File: config.mk
export PLATFORM = sky130hd
export DESIGN_NAME = seq_div
export DESIGN_NICKNAME = d
export VERILOG_FILES = /design/src/rtl/seq_div.sv
export SDC_FILE = /design/constraint.sdc
export NUM_CORES = 1
export LEC_CHECK = 0
export CORE_ASPECT_RATIO = 0.9
export CORE_UTILIZATION = 35
export CTS_CLUSTER_DIAMETER = 150
export DETAILED_ROUTE_END_ITERATION = 12
export SYNTH_ARGS = -nofsm -noshare
export SYNTH_HDL_FRONTEND = slang
export SYNTH_HIERARCHICAL = 1
export SYNTH_SLANG_ARGS = --single-unit
File: constraint.sdc
create_clock -name clk -period 5.5 [get_ports clk]
set_input_delay 1.1 -clock clk [delete_from_list [all_inputs] [get_ports clk]]
set_output_delay 1.1 -clock clk [all_outputs]
set_load 0.01 [all_outputs]
File: src/rtl/seq_div.sv
// seq_div -- multi-cycle restoring divider, one quotient bit per clock.
//
// Accepts a dividend/divisor pair on a start pulse while idle, runs WIDTH
// trial-subtraction steps and returns quotient/remainder with a one-cycle
// done pulse. A zero divisor short-circuits to a one-step result
// (quotient all ones, remainder = dividend, div_by_zero set).
//
// Optional build macro: SEQ_DIV_SIGNED_EN
//   defined   -> two's complement operands/results; magnitudes are taken at the
//                accepting edge and signs applied on the final edge (same latency).
//   undefined -> unsigned only, no sign or abs logic.
//
// Parameters:
//   WIDTH        operand, quotient and remainder width (>= 2)
// Ports:
//   clk          rising-edge clock
//   rst_n        synchronous active-low reset
//   start        request, sampled only while busy=0
//   dividend     numerator, sampled with start
//   divisor      denominator, sampled with start
//   busy         high while a division is in progress
//   done         one-cycle pulse, results valid from this cycle
//   quotient     result, held until replaced by the next result
//   remainder    result, held until replaced by the next result
//   div_by_zero  set with done for a zero divisor, cleared on the next
//                accepted start with a nonzero divisor

// One-bit full adder; the trial subtractor is a ripple of these.
module fadd (
    input  logic a,
    input  logic b,
    input  logic cin,
    output logic s,
    output logic cout
);
    assign s    = a ^ b ^ cin;
    assign cout = (a & b) | (cin & (a ^ b));
endmodule

module seq_div #(
    parameter int unsigned WIDTH = 8
) (
    input  logic             clk,
    input  logic             rst_n,
    input  logic             start,
    input  logic [WIDTH-1:0] dividend,
    input  logic [WIDTH-1:0] divisor,
    output logic             busy,
    output logic             done,
    output logic [WIDTH-1:0] quotient,
    output logic [WIDTH-1:0] remainder,
    output logic             div_by_zero
);

    localparam int unsigned          CNT_W    = $clog2(WIDTH);
    localparam logic [CNT_W-1:0]     CNT_LAST = CNT_W'(WIDTH - 1);

    typedef enum logic [1:0] {
        S_IDLE = 2'd0,
        S_CALC = 2'd1,
        S_ZERO = 2'd2
    } state_t;

    state_t             state_q, state_d;
    logic [CNT_W-1:0]   cnt_q, cnt_d;
    // Partial remainder, already shifted and holding the next dividend bit in
    // its LSB, so the trial subtraction reads the register directly.
    logic [WIDTH:0]     rem_q, rem_d;
    // Upper bits: dividend bits not yet consumed; lower bits: quotient so far.
    logic [WIDTH-1:0]   qsh_q, qsh_d;
    logic [WIDTH-1:0]   dvs_q, dvs_d;
    logic [WIDTH-1:0]   quot_q, quot_d;
    logic [WIDTH-1:0]   rmdr_q, rmdr_d;
    logic               dbz_q, dbz_d;
    logic               done_q, done_d;

    // Trial subtraction rem_q - {0,dvs_q}: invert divisor, carry-in 1.
    logic [WIDTH:0]     sub_b;
    logic [WIDTH:0]     trial;
    logic [WIDTH+1:0]   carry;
    logic               borrow;
    logic [WIDTH-1:0]   diff;
    logic [WIDTH-1:0]   q_raw;
    logic [WIDTH-1:0]   stored_mag;
    // The kept difference is always below the divisor, so its top bit is zero.
    logic               unused_trial_msb;

    assign sub_b    = ~{1'b0, dvs_q};
    assign carry[0] = 1'b1;

    genvar gi;
    generate
        for (gi = 0; gi <= WIDTH; gi++) begin : g_sub
            fadd u_fadd (
                .a    (rem_q[gi]),
                .b    (sub_b[gi]),
                .cin  (carry[gi]),
                .s    (trial[gi]),
                .cout (carry[gi+1])
            );
        end
    endgenerate

    assign borrow           = ~carry[WIDTH+1];
    assign unused_trial_msb = trial[WIDTH];
    assign diff             = borrow ? rem_q[WIDTH-1:0] : trial[WIDTH-1:0];
    assign q_raw            = {qsh_q[WIDTH-2:0], ~borrow};
    // Dividend (magnitude) as loaded, recovered from the working registers.
    assign stored_mag       = {rem_q[0], qsh_q[WIDTH-1:1]};

    logic [WIDTH-1:0]   dvd_mag;
    logic [WIDTH-1:0]   dvs_mag;
    logic [WIDTH-1:0]   q_final;
    logic [WIDTH-1:0]   r_final;
    logic [WIDTH-1:0]   r_zero;

`ifdef SEQ_DIV_SIGNED_EN
    logic qneg_q, qneg_d;
    logic rneg_q, rneg_d;

    // MIN has no positive counterpart but its unsigned magnitude is exact,
    // so MIN / -1 naturally yields quotient MIN, remainder 0.
    assign dvd_mag = dividend[WIDTH-1] ? (~dividend + 1'b1) : dividend;
    assign dvs_mag = divisor[WIDTH-1]  ? (~divisor + 1'b1)  : divisor;
    assign q_final = qneg_q ? (~q_raw + 1'b1) : q_raw;
    assign r_final = rneg_q ? (~diff + 1'b1)  : diff;
    assign r_zero  = rneg_q ? (~stored_mag + 1'b1) : stored_mag;
`else
    assign dvd_mag = dividend;
    assign dvs_mag = divisor;
    assign q_final = q_raw;
    assign r_final = diff;
    assign r_zero  = stored_mag;
`endif

    always_comb begin
        state_d = state_q;
        cnt_d   = cnt_q;
        rem_d   = rem_q;
        qsh_d   = qsh_q;
        dvs_d   = dvs_q;
        quot_d  = quot_q;
        rmdr_d  = rmdr_q;
        dbz_d   = dbz_q;
        done_d  = 1'b0;
`ifdef SEQ_DIV_SIGNED_EN
        qneg_d  = qneg_q;
        rneg_d  = rneg_q;
`endif
        unique case (state_q)
            S_IDLE: begin
                if (start) begin
                    cnt_d = '0;
                    dvs_d = dvs_mag;
                    rem_d = {{WIDTH{1'b0}}, dvd_mag[WIDTH-1]};
                    qsh_d = {dvd_mag[WIDTH-2:0], 1'b0};
`ifdef SEQ_DIV_SIGNED_EN
                    qneg_d = dividend[WIDTH-1] ^ divisor[WIDTH-1];
                    rneg_d = dividend[WIDTH-1];
`endif
                    if (divisor == '0) begin
                        state_d = S_ZERO;
                    end else begin
                        state_d = S_CALC;
                        dbz_d   = 1'b0;
                    end
                end
            end
            S_CALC: begin
                rem_d = {diff, qsh_q[WIDTH-1]};
                qsh_d = q_raw;
                cnt_d = cnt_q + 1'b1;
                if (cnt_q == CNT_LAST) begin
                    cnt_d   = '0;
                    quot_d  = q_final;
                    rmdr_d  = r_final;
                    done_d  = 1'b1;
                    state_d = S_IDLE;
                end
            end
            S_ZERO: begin
                quot_d  = '1;
                rmdr_d  = r_zero;
                dbz_d   = 1'b1;
                done_d  = 1'b1;
                state_d = S_IDLE;
            end
            default: begin
                state_d = S_IDLE;
            end
        endcase
    end

    always_ff @(posedge clk) begin
        if (!rst_n) begin
            state_q <= S_IDLE;
            cnt_q   <= '0;
            rem_q   <= '0;
            qsh_q   <= '0;
            dvs_q   <= '0;
            quot_q  <= '0;
            rmdr_q  <= '0;
            dbz_q   <= 1'b0;
            done_q  <= 1'b0;
`ifdef SEQ_DIV_SIGNED_EN
            qneg_q  <= 1'b0;
            rneg_q  <= 1'b0;
`endif
        end else begin
            state_q <= state_d;
            cnt_q   <= cnt_d;
            rem_q   <= rem_d;
            qsh_q   <= qsh_d;
            dvs_q   <= dvs_d;
            quot_q  <= quot_d;
            rmdr_q  <= rmdr_d;
            dbz_q   <= dbz_d;
            done_q  <= done_d;
`ifdef SEQ_DIV_SIGNED_EN
            qneg_q  <= qneg_d;
            rneg_q  <= rneg_d;
`endif
        end
    end

    assign busy        = (state_q != S_IDLE);
    assign done        = done_q;
    assign quotient    = quot_q;
    assign remainder   = rmdr_q;
    assign div_by_zero = dbz_q;

endmodule

; ---- Yosys cells after proc, flatten, opt, wreduce, memory -nomap -nowiden
; Cells that the tools add are included.
[totals]
reg_bits = 48
latchBits = 0
ramBits = 0
rom_bits = 0
out_inout_bits = 19
wordCells = 92
mem_count = 0
[op_classes]
addsub = 1
n_mul = 0
n_div = 0
n_lt_le_gt_ge = 0
n_eq_ne = 6
n_shift = 0
n_mux = 21
n_bitwise = 44
reduce_logical = 11
[ops]
columns = op, count
row1 = 8-bit case mux with 2 select lines, 3
row2 = 8-bit two-way mux, 4
row3 = 9-bit case mux with 2 select lines, 1
row4 = 1-bit AND, 17
row5 = 1-bit bitwise XOR, 16
row6 = 9-bit two-way mux, 1
row7 = 8-bit NOT with 9-bit output, 1
row8 = 1-bit bitwise OR, 9
row9 = 8-bit zero test, 1
row10 = 2-bit AND reduction, 4
row11 = 2-bit nonzero test, 4
row12 = 2-bit two-way mux, 3
row13 = 3-bit two-way mux, 2
row14 = 2-bit != test (second input constant), 3
row15 = 3-bit case mux with 2 select lines, 1
row16 = 1-bit case mux with 2 select lines, 2
row17 = 2-bit case mux with 2 select lines, 1
row18 = 3-bit by 1-bit adder with 3-bit output (second input constant), 1
row19 = 3-bit equality test (second input constant), 1
row20 = 1-bit two-way mux, 3
row21 = 3-bit AND reduction, 1
row22 = 2-bit by 1-bit equality test with 1-bit output (second input constant), 1
row23 = 2-bit equality test (second input constant), 1
row24 = 2-bit zero test, 1
row25 = 1-bit NOT, 1

; ---- Depth between registers and ports, before layout
; Gate-level depths: netlist of the first run.
[logic_depth]
word_depth = 22
depth_mapped = 14

; ---- Hierarchy
; Netlist of the first run, hierarchy kept.
[by_module_without_submodules]
columns = mod, n_inst, cells_per_inst, area_per_inst_um2
row1 = seq_div, 1, 215, 2170.8
row2 = fadd, 9, 1, 20.0

; ---- Least setup slack after synthesis of the first run
; OpenSTA, ideal clock, no wires.
[synth_path]
kind = reg-to-reg
from = register rem_q[0]
to = register rem_q[8]
setup_time_ns = 0.128
arrival_time_ns = 4.444
setup_slack_ns = 0.928
path_stages_with_launch = 14
period_less_slack_ns = 4.572
path_cell_list = dfxtp_1 > fa_1 > fa_1 > fa_1 > fa_1 > fa_1 > fa_1 > fa_1 > fa_1 > fa_1 > buf_2 > mux2_2 > a32oi_1 > nor2_1
[synth_via]
elab_chain_cells = 20
[synth_lines]
columns = element, line
row1 = start: declaration, 68  ; logic [WIDTH:0] rem_q, rem_d;
row2 = start signal: assignment, 212  ; rem_q <= rem_d;
row3 = 1-bit AND or 1-bit bitwise XOR (tied branches), 37  ; assign cout = (a & b) | (cin & (a ^ b));
row4 = 1-bit bitwise OR (*), 37
row5 = via carry[1], 80  ; logic [WIDTH+1:0] carry;
row6 = 1-bit AND (*), 37
row7 = 1-bit bitwise OR (*), 37
row8 = via carry[2], 80
row9 = 1-bit AND (*), 37
row10 = 1-bit bitwise OR (*), 37
row11 = via carry[3], 80
row12 = [2 not listed], n/a
row13 = via carry[4], 80
row14 = [2 not listed], n/a
row15 = via carry[5], 80
row16 = [2 not listed], n/a
row17 = via carry[6], 80
row18 = [2 not listed], n/a
row19 = via carry[7], 80
row20 = 1-bit AND (*), 37
row21 = 1-bit bitwise OR (*), 37
row22 = via carry[8], 80
row23 = 1-bit AND (*), 37
row24 = 1-bit bitwise OR (*), 37
row25 = via carry[9], 80
row26 = 8-bit two-way mux (*), 106  ; assign diff = borrow ? rem_q[WIDTH-1:0] : trial[WIDTH-1:0];
row27 = 9-bit case mux with 2 select lines (*), 150  ; unique case (state_q)
; The timed path passes the listed nets; every way through them passes the cells marked *.
; A chain may end at the register's enable or synchronous reset.

; ---- Worst setup path after layout of the first run
[layout_path]
from = register dvs_q[0]
to = register rmdr_q[5] (netlist: remainder[5])
[layout_via]
elab_chain_cells = 22
[layout_lines]
columns = element, line
row1 = start: declaration, 71  ; logic [WIDTH-1:0] dvs_q, dvs_d;
row2 = start signal: assignment, 214  ; dvs_q <= dvs_d;
row3 = 8-bit NOT with 9-bit output (*), 88  ; assign sub_b = ~{1'b0, dvs_q};
row4 = via sub_b[0], 78  ; logic [WIDTH:0] sub_b;
row5 = 1-bit AND or 1-bit bitwise XOR (tied branches), 37
row6 = 1-bit bitwise OR (*), 37
row7 = via carry[1], 80
row8 = 1-bit AND (*), 37
row9 = 1-bit bitwise OR (*), 37
row10 = via carry[2], 80
row11 = [2 not listed], n/a
row12 = via carry[3], 80
row13 = [2 not listed], n/a
row14 = via carry[4], 80
row15 = [2 not listed], n/a
row16 = via carry[5], 80
row17 = [2 not listed], n/a
row18 = via carry[6], 80
row19 = [2 not listed], n/a
row20 = via carry[7], 80
row21 = [1 not listed], n/a
row22 = 1-bit bitwise OR (*), 37
row23 = via carry[8], 80
row24 = 1-bit AND (*), 37
row25 = 1-bit bitwise OR (*), 37
row26 = via carry[9], 80
row27 = 8-bit two-way mux (*), 106
row28 = 8-bit two-way mux (*), 173  ; if (cnt_q == CNT_LAST) begin
row29 = 8-bit case mux with 2 select lines (*), 150
row30 = end signal: assignment, 216  ; rmdr_q <= rmdr_d;
row31 = end: declaration, 73  ; logic [WIDTH-1:0] rmdr_q, rmdr_d;
; The timed path passes the listed nets; every way through them passes the cells marked *. The select of a mux whose other input is x is not followed.

==> run_results.csv, run 1 <==
group,metric,value,unit
power_and_ir_drop,total_power,0.000853,W
sta,finClkSkew,0.00776,ns
setup_path,required,5.70,ns
grt,overflow,0,
place,dp.cells,336,
grt,track_usage,0.166,
logic_synthesis,synth.area.top_cells,"dfxtp_1 (41%), fa_1 (7.7%), mux2i_1 (6.8%)",
grt,grt_pass1_vias,1705,
cts,cts-root-buf,"clkbuf_8",
route,ant_nets,0,
logic_synthesis,synth_edf_count,0,
route,first_pass_iters,4,
floorplanning,initial_core_util,0.374,
logic_synthesis,syn_avg_cell_area,10.5,µm²
layout,final_cells,344,
floorplanning,die_area,0.00705,mm²
sta,worst_pin_slew,0.744,ns
setup_path,crit_chain,"inv_1, fa_1, fa_1, fa_1, fa_1, fa_1, fa_1, fa_1, fa_1, fa_1, mux2_2, mux2i_1, o2bb2ai_1",
place,numPortBuffers,37,
sta,finalSetupViolCount,0,
layout,area_delta_synth_final,24.2,%
cts,postCtsSetupRepairBufs,0,
layout,final-seq-area,961,µm²
logic_synthesis,synth_top_flop_cell,"dfxtp_1",
cts,clk_pin_slew,0.09,ns
setup_path,cp-end-kind,"flop",
route,remaining_drc_errors,0,
cts,cts_sinks,48,
route,vias,1729,
floorplanning,ios,38,
setup_path,start_kind,"flop",
cts,holdBufCountCts,0,
sta,slew_headroom,0.494,
layout,finalNetCount,289,
floorplanning,die_w,88.4,µm
setup_path,path_delay_family,"adder cells",
logic_synthesis,async_flop_share,0,
logic_synthesis,ys_seq_elements,48,
setup_path,critPathMostFrequentCell,"fa_1",
sta,hold_ws,0.460,ns
power_and_ir_drop,powerDensity,292,mW/mm²
setup_path,critPathKind,"flop to flop",
sta,rsz0062_at_grt,"no",
setup_path,slowest_stage,"fa_1",
layout,fillers,611,
logic_synthesis,ys_warn_count,6,
logic_synthesis,synth.most_common_cell,"dfxtp_1",
floorplanning,std_cell_rows,27,
cts,cts_resized,0,
cts,insertion_delay,0.31,ns
setup_path,arrival,5.14,ns
setup_path,cpPeakStageDelay,0.57,ns
setup_path,cp.depth,13,
grt,grt_pass1_wl,8810,µm
sta,finalHoldViolCount,0,
route,initialDrtViolationCount,100,
floorplanning,die_h,79.8,µm
logic_synthesis,synth_common_cells,"dfxtp_1 (48), nand2_1 (21), nor2_1 (18)",
layout,multi_input_area,0.00126,mm²
place,dpl.hpwl,3570,µm
sta,drv_slew,0,
grt,grt_max_degree,32,
sta,min_period,4.94,ns
min_path,hp-class,"flop to flop",
route,wl_per_cell,14.9,µm
logic_synthesis,ys_types,37,
route,via_per_inst,5.03,
power_and_ir_drop,leakage,1.09,nW
sta,min_period_over_period,0.898,
min_path,hold_depth,2,
place,routabilityCongestion,0.761,
layout,drive_gt1_frac,0.160,
flow_run,maxCapViolCount,0,
grt,antenna_found_initial,0,
cts,htree_levels,2,
run_status,status,"finished clean",
cts,cts_buffers,5,
route,wl,5130,µm
setup_path,reg2reg_depth,13,
cts,cts_tree,"built",
logic_synthesis,synthCells,224,
logic_synthesis,synth_seq_area_share,0.409,
sta,setup_tns,0,ns
floorplanning,core,0.00628,mm²
setup_path,critPathBufInv,1,
logic_synthesis,synth_top_area_frac,0.409,
setup_path,path_max_fanout,10,
layout,n_antenna_cell,0,
power_and_ir_drop,irDropWorstVdd,0.145,mV
cts,clock_tree.buffer_depth,2,
sta,fmax,203,MHz
logic_synthesis,synth_top_area_cell,"dfxtp_1",
logic_synthesis,synth.cell_area,0.00235,mm²
cell families (layout without fill, tap and decap cells):
group | after synthesis | in the layout | share of synthesized area
AO/OA/AOI/OAI | 54 | 54 | 0.193
AND/OR/NAND/NOR | 53 | 53 | 0.114
flip-flops | 48 | 48 | 0.409
multiplexers | 27 | 27 | 0.125
buffers and inverters | 27 | 59 | 0.0548
adder cells (fa/ha/maj) | 14 | 14 | 0.103
other | 1 | 2 | 0.00160
worst register-to-register path, cell delays in order (launching register included):
cell	delay, ns
dfxtp_1	0.35
inv_1	0.07
fa_1	0.40
fa_1	0.39
fa_1	0.39
fa_1	0.39
fa_1	0.39
fa_1	0.40
fa_1	0.41
fa_1	0.39
fa_1	0.57
mux2_2	0.36
mux2i_1	0.24
o2bb2ai_1	0.09
where the power goes:
part	internal (W)	leakage [nW]	total, W	switching, W
clock network	0.000227	0.0784	0.000352	0.000125
logic	0.0000579	0.625	0.000128	0.0000705
registers	0.000361	0.390	0.000373	0.0000122
registers in the layout (all words and copies together), names as in the netlist:
| signal | flops |
|---|---|
| div_by_zero | 1 |
| dvs_q | 8 |
| quotient | 8 |
| state_q | 2 |
| done | 1 |
| rem_q | 9 |
| cnt_q | 3 |
| remainder | 8 |
| qsh_q | 8 |
metrics by stage:
step           setup slack [ns]  instance area (µm²)   util
2_1_floorplan             0.928                 2350      -
3_3_place_gp              0.662                 2760  0.439
3_5_place_dp              0.599                 2760  0.439
4_1_cts                   0.572                 2920  0.465
5_1_grt                   0.305                 2920  0.465
6_report                  0.563                 2920  0.465
layout by cell type, fill, tap and decap left out, types with 2 or more instances in the layout:
cell,n
a211oi_1,2
a211oi_2,8
a21oi_1,15
a32oi_1,10
bufinv_16,3
clkbuf_8,5
clkdlybuf4s50_1,37
conb_1,2
dfxtp_1,48
fa_1,9
ha_1,5
inv_1,12
mux2_2,8
mux2_4,2
mux2i_1,16
nand2_1,21
nand2b_1,2
nand3_1,2
nor2_1,18
nor4_2,3
o221a_2,7
o2bb2ai_1,8
layout make-up:
type,count,area share
clock buffer,5,0.0236
clock inverter,3,0.0308
inverter,13,0.0167
multi-input combinational,150,0.433
sequential,48,0.329
tap,87,0.0373
timing repair buffer,38,0.129
path summary, 6_finish.rpt:
path | start | endpoint | slack (ns)
worst max-delay path | dvs_q[0] | remainder[5] | 0.56
worst min-delay path | cnt_q[1] | cnt_q[1] | 0.46
worst max register to register | dvs_q[0] | remainder[5] | 0.56
worst min register to register | cnt_q[1] | cnt_q[1] | 0.46
metal layers:
metal | track usage | vias to the layer above | share of wire
li1 | - | 864 | -
met1 | 0.245 | 815 | 0.52
met2 | 0.233 | 44 | 0.42
met3 | 0.0445 | 6 | 0.043
met4 | 0.0484 | 0 | 0.010
met5 | 0 | - | 0
Note: power is estimated with default switching activity, not from simulation.
==> run 2, diff against run 1 <==
Settings changed: CTS_CLUSTER_SIZE set to 16.
==> results of run 2 <==
The final DEF is identical to that of run 1; final timing and power are the same.
==> run 3, diff against run 2 <==
Clock period 5.5 ns to 4.3 ns, I/O delays scaled along.
==> run 3 against run 2 <==
The run now ends with negative setup slack left; non-clock buffer count grew 6; critical path depth increased by 1; clock-buffer cell count rose by 1; worst hold slack about the same; register-to-register slack worse by 0.62 ns; largest cell class unchanged.
==> run_results.csv, run 3 (same netlist as run 1, synthesis figures left out) <==
group,metric,value,unit
cts,cts_buffers,5,
route,remaining_drc_errors,0,
layout,fillers,621,
sta,worst_pin_slew,0.786,ns
sta,fin_ws,-0.0570,ns
layout,area_delta_synth_final,25.3,%
place,numPortBuffers,37,
route,vias,1739,
setup_path,cp-end-kind,"flop",
setup_path,path_max_fanout,5,
setup_path,r2r_slack,-0.06,ns
grt,grt_pass1_wl,8500,µm
sta,fmax,230,MHz
place,routabilityCongestion,0.762,
route,wl_per_cell,14.7,µm
route,wl,5150,µm
cts,clock_tree.buffer_depth,2,
layout,largest_register_ffs,9,
route,initialDrtViolationCount,69,
grt,track_usage,0.160,
setup_path,arrival,4.52,ns
floorplanning,die_area,0.00705,mm²
cts,insertion_delay,0.30,ns
place,dp.cells,339,
place,dpl_worst_slack,-0.222,ns
sta,slew_headroom,0.466,
floorplanning,initial_core_util,0.374,
layout,final_area,0.00295,mm²
layout,finalNetCount,295,
floorplanning,die_w,88.4,µm
grt,grt_pass1_vias,1685,
setup_path,start_kind,"flop",
floorplanning,core,0.00628,mm²
route,ant_nets,0,
power_and_ir_drop,total_power,0.000936,W
grt,grt_max_degree,32,
run_status,status,"complete, but fails checks",
floorplanning,std_cell_rows,27,
layout,drive_gt1_frac,0.228,
cts,htree_levels,2,
setup_path,required,4.46,ns
layout,n_antenna_cell,0,
place,postPlaceCellArea,0.00280,mm²
cts,cts_tree,"built",
layout,regMostFlops,"rem_q",
min_path,hp-class,"flop to flop",
sta,hold_ws,0.460,ns
run_status,violations,"negative setup slack",
setup_path,critPathKind,"flop to flop",
sta,min_period,4.36,ns
grt,overflow,0,
floorplanning,die_h,79.8,µm
sta,finClkSkew,0.00576,ns
sta,min_period_over_period,1.01,
power_and_ir_drop,leakage,1.10,nW
layout,mostFrequentLayoutCell,"dfxtp_1",
layout,final_cells,350,
place,dpl.hpwl,3590,µm
power_and_ir_drop,powerDensity,318,mW/mm²
cts,cts_sinks,48,
sta,rsz0062_at_grt,"yes",
route,via_per_inst,4.97,
cts,clk_pin_slew,0.08,ns
route,first_pass_iters,4,
power_and_ir_drop,irDropWorstVdd,0.136,mV
grt,antenna_found_initial,0,
sta,drv_slew,0,
cts,cts-root-buf,"clkbuf_8",
sta,finalSetupViolCount,8,
layout,mostFrequentLayoutCells,"dfxtp_1 (46), clkdlybuf4s50_1 (37), nand2_1 (21), nor2_1 (18), mux2i_1 (16)",
floorplanning,ios,38,
sta,finalHoldViolCount,0,
flow_run,maxCapViolCount,0,
[run 3: cell count changes in the layout (fill, tap and decap cells not counted), sizes merged]
cell	change
clkbuf	+1
bufinv	-3
clkinv	+2
buf	+6
[run 3: layout make-up]
cell class                      instances  area [µm²]  share of cell area
Clock buffer                            6        82.6              0.0280
Multi-Input combinational cell        150        1310               0.443
Timing Repair Buffer                   44         427               0.145
Inverter                               13        48.8              0.0166
Sequential cell                        48         963               0.327
Tap cell                               87         109              0.0369
Clock inverter                          2        10.0             0.00340
[run 3: repair_timing]
| action | in CTS | in global routing |
|---|---|---|
| resized for setup | 7 | 4 |
| hold buffers | 0 | 0 |
| pin swaps | 1 | 7 |
| endpoints found under the setup margin | 18 | 17 |
| buffers inserted | 2 | 1 |
[run 3: routing by layer]
metal	vias up	part of all wire	track usage	routed length, µm
met5	-	0	0	0
met1	817	0.52	0.237	2680
met4	0	0.015	0.0629	76
li1	879	-	-	-
met2	38	0.43	0.228	2200
met3	5	0.036	0.0279	187
[run 3: power by group]
part	leakage (nW)	switching, W	internal (W)	total (W)
clock network	0.0510	0.000149	0.000129	0.000278
registers	0.391	0.0000155	0.000462	0.000477
logic	0.654	0.0000953	0.0000862	0.000181
total	1.10	0.000260	0.000676	0.000936
[run 3: through the flow]
step	TNS (ns)	util
6_report	-0.238	0.469
5_1_grt	-1.99	0.469
4_1_cts	-0.251	0.465
3_5_place_dp	-3.00	0.446
3_3_place_gp	-2.46	0.446
2_1_floorplan	0	-
[run 3: worst paths after layout]
path	start	end	depth (start not counted)
worst max register to register	dvs_q[0]	rem_q[4]	14
worst min-delay path	cnt_q[1]	cnt_q[1]	2
worst max-delay path	dvs_q[0]	rem_q[4]	14
worst min register to register	cnt_q[1]	cnt_q[1]	2
[run 3: worst max-delay path, stage by stage (launching register included)]
cell	delay, ns
dfxtp_2	0.34
inv_2	0.04
fa_2	0.35
fa_2	0.34
fa_2	0.34
fa_2	0.35
fa_2	0.36
fa_2	0.36
fa_2	0.34
fa_2	0.34
fa_2	0.35
buf_6	0.15
mux2_4	0.30
a32oi_1	0.20
nor2_1	0.07
